## config.mk

```make
export PLATFORM = sky130hd
export DESIGN_NAME = cv_ctrl_ports
export DESIGN_NICKNAME = d
export VERILOG_FILES = /design/src/rtl/cv_ctrl_ports.sv
export SDC_FILE = /design/constraint.sdc
export NUM_CORES = 1
export LEC_CHECK = 0
export BUFFER_PORTS_ARGS = -buffer_cell sky130_fd_sc_hd__buf_2
export CAP_MARGIN = 20
export CORE_ASPECT_RATIO = 0.75
export CORE_MARGIN = 2
export CORE_UTILIZATION = 60
export DETAILED_ROUTE_END_ITERATION = 7
export PLACE_DENSITY_LB_ADDON = 0.12
export SLEW_MARGIN = 40
export SYNTH_ARGS = -nofsm -noshare
export SYNTH_HDL_FRONTEND = slang
export SYNTH_SLANG_ARGS = --single-unit
export TNS_END_PERCENT = 20
```

## constraint.sdc

```tcl
create_clock -name clk_sys -period 4.2 [get_ports clk_sys]
set_input_delay 0.21 -clock clk_sys [delete_from_list [all_inputs] [get_ports clk_sys]]
set_output_delay 0.21 -clock clk_sys [all_outputs]
set_load 0.01 [all_outputs]
```

## src/rtl/cv_ctrl_ports.sv

```systemverilog
// ColecoVision controller-port front end: keypad encoder with hold stretch,
// joystick/fire pin multiplexing and an emulated quadrature spinner per port.
module cv_ctrl_ports #(
  parameter int          PORTS    = 2,
  parameter logic [15:0] HOLD_CE  = 16'd2048,
  parameter logic [11:0] SPIN_DIV = 12'd512
) (
  input  logic                clk_sys,
  input  logic                reset,
  input  logic                ce,
  input  logic                swap_i,
  input  logic [PORTS*20-1:0] joy_i,
  input  logic [PORTS-1:0]    sel_kp_n_i,
  input  logic [PORTS-1:0]    sel_joy_n_i,
  input  logic [PORTS*8-1:0]  spin_i,
  input  logic [PORTS-1:0]    spin_stb_i,
  output logic [PORTS*4-1:0]  ctrl_d_o,
  output logic [PORTS-1:0]    ctrl_p6_o,
  output logic [PORTS-1:0]    ctrl_p7_o,
  output logic [PORTS-1:0]    ctrl_p9_o
);

  localparam logic [11:0] DIV_LAST = SPIN_DIV - 12'd1;

  logic [PORTS-1:0] r_sel_kp_n;
  logic [PORTS-1:0] r_sel_joy_n;

  // Selects get one register stage so they line up with the registered joystick word.
  always_ff @(posedge clk_sys) begin
    if (reset) begin
      r_sel_kp_n  <= '1;
      r_sel_joy_n <= '1;
    end else begin
      r_sel_kp_n  <= sel_kp_n_i;
      r_sel_joy_n <= sel_joy_n_i;
    end
  end

  for (genvar gi = 0; gi < PORTS; gi++) begin : g_port
    localparam int SRC = (gi == 0) ? 1 : ((gi == 1) ? 0 : gi);

    logic [19:0]       w_joy;
    logic [19:0]       r_jr;
    logic [3:0]        w_raw;
    logic [3:0]        r_held;
    logic [15:0]       r_hcnt;
    logic [3:0]        w_kp;
    logic [3:0]        w_js;
    logic              w_p6;
    logic [3:0]        r_d;
    logic              r_p6;
    logic [7:0]        w_delta;
    logic              w_wrap;
    logic              w_fwd;
    logic              w_rev;
    logic signed [11:0] w_sum;
    logic signed [9:0] w_acc_next;
    logic signed [9:0] r_acc;
    logic [11:0]       r_sdiv;
    logic [1:0]        r_phase;

    assign w_joy = swap_i ? joy_i[SRC*20 +: 20] : joy_i[gi*20 +: 20];

    always_ff @(posedge clk_sys) begin
      if (reset) r_jr <= '0;
      else       r_jr <= w_joy;
    end

    always_comb begin
      w_raw = 4'b1111;
      if      (r_jr[8])  w_raw = 4'b0011;
      else if (r_jr[9])  w_raw = 4'b1110;
      else if (r_jr[10]) w_raw = 4'b1101;
      else if (r_jr[11]) w_raw = 4'b0110;
      else if (r_jr[12]) w_raw = 4'b0001;
      else if (r_jr[13]) w_raw = 4'b1001;
      else if (r_jr[14]) w_raw = 4'b0111;
      else if (r_jr[15]) w_raw = 4'b1100;
      else if (r_jr[16]) w_raw = 4'b1000;
      else if (r_jr[17]) w_raw = 4'b1011;
      else if (r_jr[6])  w_raw = 4'b1010;
      else if (r_jr[7])  w_raw = 4'b0101;
      else if (r_jr[18]) w_raw = 4'b0100;
      else if (r_jr[19]) w_raw = 4'b0010;
    end

    // Any pressed key reloads the stretch; release only clears once the count has drained.
    always_ff @(posedge clk_sys) begin
      if (reset) begin
        r_held <= 4'b1111;
        r_hcnt <= '0;
      end else if (w_raw != 4'b1111) begin
        r_held <= w_raw;
        r_hcnt <= HOLD_CE;
      end else if (r_hcnt != 16'd0) begin
        if (ce) r_hcnt <= r_hcnt - 16'd1;
      end else begin
        r_held <= 4'b1111;
      end
    end

    assign w_kp = r_sel_kp_n[gi]  ? 4'b1111 : r_held;
    assign w_js = r_sel_joy_n[gi] ? 4'b1111 : ~r_jr[3:0];
    assign w_p6 = ~(~r_sel_kp_n[gi] & r_jr[5]) & ~(~r_sel_joy_n[gi] & r_jr[4]);

    always_ff @(posedge clk_sys) begin
      if (reset) begin
        r_d  <= 4'b1111;
        r_p6 <= 1'b1;
      end else begin
        r_d  <= w_kp & w_js;
        r_p6 <= w_p6;
      end
    end

    assign w_delta = spin_i[gi*8 +: 8];
    assign w_wrap  = ce && (r_sdiv == DIV_LAST);
    assign w_fwd   = w_wrap && !r_acc[9] && (r_acc != 10'sd0);
    assign w_rev   = w_wrap && r_acc[9];

    // Strobe and step fold into one saturating sum so neither update is lost.
    always_comb begin
      w_sum = $signed({{2{r_acc[9]}}, r_acc});
      if (spin_stb_i[gi]) w_sum = w_sum + $signed({{4{w_delta[7]}}, w_delta});
      if (w_fwd) w_sum = w_sum - 12'sd1;
      if (w_rev) w_sum = w_sum + 12'sd1;
      if (w_sum > 12'sd511)       w_acc_next = 10'sd511;
      else if (w_sum < -12'sd511) w_acc_next = -10'sd511;
      else                        w_acc_next = w_sum[9:0];
    end

    always_ff @(posedge clk_sys) begin
      if (reset) begin
        r_acc   <= '0;
        r_sdiv  <= '0;
        r_phase <= 2'b00;
      end else begin
        r_acc <= w_acc_next;
        if (ce) r_sdiv <= (r_sdiv == DIV_LAST) ? 12'd0 : r_sdiv + 12'd1;
        if (w_fwd)      r_phase <= {r_phase[0], ~r_phase[1]};
        else if (w_rev) r_phase <= {~r_phase[0], r_phase[1]};
      end
    end

    assign ctrl_d_o[gi*4 +: 4] = r_d;
    assign ctrl_p6_o[gi]       = r_p6;
    assign ctrl_p7_o[gi]       = r_phase[0];
    assign ctrl_p9_o[gi]       = r_phase[1];
  end

endmodule
```

* After elaboration in Yosys (flattened, before gate mapping)
Index checks and enable logic that the tools add are counted.
Word-level totals: register bits 142, latch bits 0, RAM bits 0, ROM bits 0, output and inout port bits 14, word-level logic and storage cells 152, memories 0
Operators by class: add/sub/neg operators 10, $mul 0, div/mod/pow operators 0, $lt $le $gt $ge 4, equality and inequality tests 6, shift-type cells 0, mux-type cells 60, bitwise logic cells 22, reduce and logical (&&, ||, !) cells 28
Operators by type and width (number):
- 12-bit two-way mux | 14
- 4-bit two-way mux | 36
- 20-bit two-way mux | 2
- 16-bit nonzero test | 2
- 16-bit by 1-bit subtractor with 16-bit output (second input constant) | 2
- 12-bit by 1-bit adder with 12-bit output (second input constant) | 2
- 12-bit by 2-bit adder with 12-bit output (second input constant) | 2
- 12-bit by 9-bit == test with 1-bit output (second input constant) | 2
- 12-bit by 10-bit greater-than comparator with 1-bit output (second input constant) | 2
- 12-bit by 10-bit < comparator with 1-bit output (second input constant) | 2
- 12-bit by 2-bit subtractor with 12-bit output (second input constant) | 2
- 10-bit by 8-bit adder with 11-bit output | 2
- 10-bit two-way mux | 2
- 10-bit nonzero test | 2
- 9-bit two-way mux | 2
- 1-bit NOT | 12
- 2-bit nonzero test | 6
- 4-bit bitwise AND | 2
- 1-bit logical AND | 8
- 2-bit two-way mux | 4
- 4-bit inequality test (second input constant) | 2
- 4-bit NOT | 2
- 2-bit AND reduction | 4
- 2-bit OR reduction | 4
- other kinds (3) | 10

* Longest topological paths before layout
depth after elaboration 17, depth in mapped cells 17

* Worst setup path after synthesis
OpenSTA, ideal clock, no wires.
kind reg2reg, start point reg g_port[1].r_acc[0], end point reg g_port[1].r_acc[1], arrival time 3.501 ns, required time 4.048 ns, path slack 0.547 ns, cell stages (with the launch flop) 15, buffers on the path 0, period minus slack after synthesis 3.653 ns, path through dfxtp_1 -> ha_1 -> inv_1 -> fa_1 -> xnor2_1 -> a21oi_1 -> nand4_1 -> a2111oi_0 -> nor3_1 -> a311oi_2 -> a2111oi_4 -> xnor2_1 -> a31oi_2 -> a221oi_2 -> a311oi_1
Between the ends: cells in the longest elaborated chain, start to end 9, elaborated cells on any way between the ends 12
RTL lines:
- start: declaration | RTL line 58 | logic signed [9:0] r_acc;
- start signal: assignment | RTL line 138 | r_acc <= w_acc_next;
- 10-bit by 8-bit adder with 11-bit output | RTL line 124 | if (spin_stb_i[gi]) w_sum = w_sum + $signed({{4{w_delta[7]}}, w_delta});
- 12-bit two-way mux | RTL line 124
- 12-bit by 2-bit subtractor with 12-bit output | RTL line 125 | if (w_fwd) w_sum = w_sum - 12'sd1;
- 12-bit two-way mux * | RTL line 125
- 12-bit by 2-bit adder with 12-bit output | RTL line 126 | if (w_rev) w_sum = w_sum + 12'sd1;
- 12-bit two-way mux * | RTL line 126
- 12-bit by 10-bit < comparator with 1-bit output | RTL line 128 | else if (w_sum < -12'sd511) w_acc_next = -10'sd511;
- 10-bit two-way mux | RTL line 128
- 9-bit two-way mux * | RTL line 127 | if (w_sum > 12'sd511) w_acc_next = 10'sd511;
Every way passes the cells marked *; elsewhere a longest branch is shown, timed or not. A chain may end at the register's enable or synchronous reset.

* Final worst setup path
start point reg g_port[0].r_acc[0], end point reg g_port[0].r_acc[3]
Between the ends: cells in the longest elaborated chain, start to end 9, elaborated cells on any way between the ends 12
RTL lines (RTL line):
- start: declaration | 58
- start signal: assignment | 138
- 10-bit by 8-bit adder with 11-bit output | 124
- 12-bit two-way mux | 124
- 12-bit by 2-bit subtractor with 12-bit output | 125
- 12-bit two-way mux * | 125
- 12-bit by 2-bit adder with 12-bit output | 126
- 12-bit two-way mux * | 126
- 12-bit by 10-bit < comparator with 1-bit output | 128
- 10-bit two-way mux | 128
- 9-bit two-way mux * | 127
Marks and branches as above.

==> results.py <==
metrics = {
    "status": {
        "status": "finished clean",
    },
    "critical_path": {
        "required_ns": 4.55,
        "cp_slowest_stage_delay_ns": 0.45,
        "crit_path_max_fanout": 6,
        "critPathLaunchType": "register",
        "crit_buf_inv": 1,
        "crit_family": "simple AND/OR/NAND/NOR gates",
        "worstSetupPathType": "reg -> reg",
        "cp_data_arrival_time_ns": 4.24,
        "crit_path_cell_trace": "ha_1 > inv_1 > fa_1 > nand2_1 > o21ai_0 > ha_1 > mux2i_1 > ha_1 > nand3_1 > or4_1 > o31ai_1 > xnor2_1 > and4_1 > nor4_1 > nor2_2 > a21oi_1",
        "end_kind": "register",
        "cpMaxStageDelayCell": "fa_1",
        "cp_common_cell": "ha_1",
    },
    "finish": {
        "num_antenna_cells": 0,
        "stdcell_count": 1267,
        "drive_gt1_share_pct": 15.8,
        "post-route-util_pct": 70.3,
        "fillers": 1068,
        "syn_to_final_growth_pct": 14.3,
        "fin_nets": 1175,
    },
    "place": {
        "place_ws_ns": 0.256,
        "io_buffers": 79,
        "gp_congestion": 0.945,
        "hpwlAfterDp_mm": 14.0,
        "dp.cells": 1231,
    },
    "synth": {
        "synthesis.area_sq_um": 8450,
        "yosys.cell_count.top_type": "nor2_1",
        "synth_top_area_share_pct": 33.6,
        "synth_seq_area_share_pct": 33.6,
        "synth_nets": 1095,
        "synth.largest_area_cell": "dfxtp_1",
        "syn_avg_cell_area_sq_um": 8.46,
        "ys_ff_latch": 142,
        "synth_top_flop_cell": "dfxtp_1",
        "synth_warnings": 0,
        "synth_edf_count": 0,
        "synth_commonest_cells": "159 x nor2_1, 142 x dfxtp_1, 55 x mux2i_1, 54 x nand2_1, 46 x xnor2_1",
        "synthCells": 999,
        "synthTopCellsByArea": "dfxtp_1 34%, nor2_1 7.1%, mux2i_1 6.5%",
        "synthArstFlopShare_pct": 0,
        "yosysUniqueCellTypes": 95,
    },
    "die": {
        "ios": 80,
        "die_w_microns": 141,
        "core_area_sq_um": 13700,
        "die-area_sq_um": 15100,
        "core.rowCount": 37,
        "start_util_pct": 61.5,
        "dieHeight_microns": 107,
    },
    "global_routing": {
        "grt_max_degree": 58,
        "grt_pass1_vias": 6809,
        "antenna_found_initial": 0,
        "grt_usage_pct": 25.9,
        "grt_pass1_wl_mm": 32.3,
        "overflow": 0,
    },
    "clock_network": {
        "clk_pin_slew_ns": 0.07,
        "clk_path_buf_depth": 2,
        "htree_num_levels": 4,
        "cts_tree": "built",
        "clk-insertion-delay-late_ns": 0.41,
        "cts_buffers": 17,
        "clock-root-buffer": "clkbuf_16",
        "cts_setup_buffers": 0,
        "clock_sinks": 142,
    },
    "timing": {
        "slew_headroom_pct": 49.6,
        "finalSetupTns_ns": 0,
        "worst_pin_slew_ns": 0.756,
        "hold_viol": 0,
        "max_freq_mhz": 257,
        "post-route-period-util_pct": 92.6,
        "fin_ws_ns": 0.309,
        "slew_viol_final": 0,
        "finClkSkew_ns": 0.0137,
        "finalCriticalPeriod_ns": 3.89,
        "setup_viol": 0,
    },
    "routing": {
        "first_pass_iters": 5,
        "first_iter_violations": 498,
        "drc": 0,
        "wl_mm": 19.1,
        "wl_per_cell_microns": 15.1,
        "vias": 7521,
        "detail-route-antenna-nets": 0,
        "via_per_inst": 5.94,
    },
    "worst_hold_path": {
        "hold_path_class": "in -> reg",
    },
    "run": {
        "max_cap_viol_count": 0,
    },
    "power": {
        "p_leak_nw": 3.97,
        "power.density_nw_per_um2": 511,
        "ir_drop_mv": 0.335,
    },
}
-- timing repair --
item,4_1_cts,5_1_grt
hold buffers,4,0
setup endpoints to repair,0,13
hold endpoints to repair,4,0
resized for setup,0,4
-- worst paths after layout --
kind,slack [ns],depth (start not counted),start,to
setup / recovery,0.31,16,g_port[0].r_acc[0],g_port[0].r_acc[3]
hold / removal,0.04,3,joy_i[37],g_port[1].r_jr[17]
setup reg to reg,0.31,16,g_port[0].r_acc[0],g_port[0].r_acc[3]
hold reg to reg,0.46,2,g_port[0].r_hcnt[6],g_port[0].r_hcnt[6]
-- placed cells by master (no fill, tap or decap), types with 25 or more instances in the layout --
cell,instances
nand2b_1,25
o21ai_0,25
xnor2_1,46
inv_1,37
a21oi_1,36
ha_1,28
nor3_1,31
nor2_1,158
mux2i_1,55
nand3_1,33
buf_2,78
nand2_1,54
xor2_1,32
dfxtp_1,142
-- sequential cells by signal (all words and copies together), names as in the netlist --
register / count
g_port.r_held: 8
g_port.r_acc: 20
g_port.r_p6: 2
r_sel_joy_n: 2
r_sel_kp_n: 2
g_port.r_sdiv: 24
g_port.r_hcnt: 32
g_port.r_phase: 4
g_port.r_jr: 40
g_port.r_d: 8
-- kinds of logic after synthesis --
| logic type | after synthesis | share of synthesized area, % |
|---|---|---|
| compound gates | 179 | 15.8 |
| xor+xnor | 79 | 8.35 |
| fa+ha+maj | 30 | 4.62 |
| buf+inv | 72 | 3.88 |
| flops | 142 | 33.6 |
| mux | 56 | 6.65 |
| simple gates | 441 | 27.1 |
-- per-layer routing --
layer / vias to the layer above / part of all wire (%) / track usage (%)
met5: - / 0 / 0
met4: 0 / 1.1 / 5.64
met3: 21 / 4.6 / 4.42
met2: 189 / 43 / 39.2
met1: 3512 / 51 / 38.8
li1: 3799 / - / -
-- stage by stage --
step / hold WS (ns) / total power (W) / cell area, sq um
final: 0.0416 / 0.00494 / 9660
after global routing: 0.0471 / 0.00522 / 9660
after CTS: 0.0366 / 0.00491 / 9640
after detailed placement: 0.402 / 0.00332 / 8970
after global placement: 0.399 / 0.00330 / 8970
after floorplan: 0.314 / 0.00293 / 8450
-- report_power, final --
group          switching, W  internal [W]
clock              0.000626      0.000956
combinational       0.00104      0.000732
sequential         0.000121       0.00147
total               0.00179       0.00315
-- cell type report --
| type | count | area, sq um | area share [%] |
|---|---|---|---|
| flip-flops and latches | 142 | 2840 | 29.4 |
| repair buffers | 95 | 528 | 5.47 |
| clock inverters | 15 | 195 | 2.02 |
| well taps | 175 | 219 | 2.27 |
| clock buffers | 17 | 425 | 4.40 |
| multi-input cells | 785 | 5310 | 54.9 |
| inverters | 38 | 143 | 1.48 |
-- worst min-delay path, stage by stage --
cell	delay (ns)
buf_2	0.09
mux2i_1	0.06
nor2_1	0.07
Note: power is estimated with default switching activity, not from simulation.
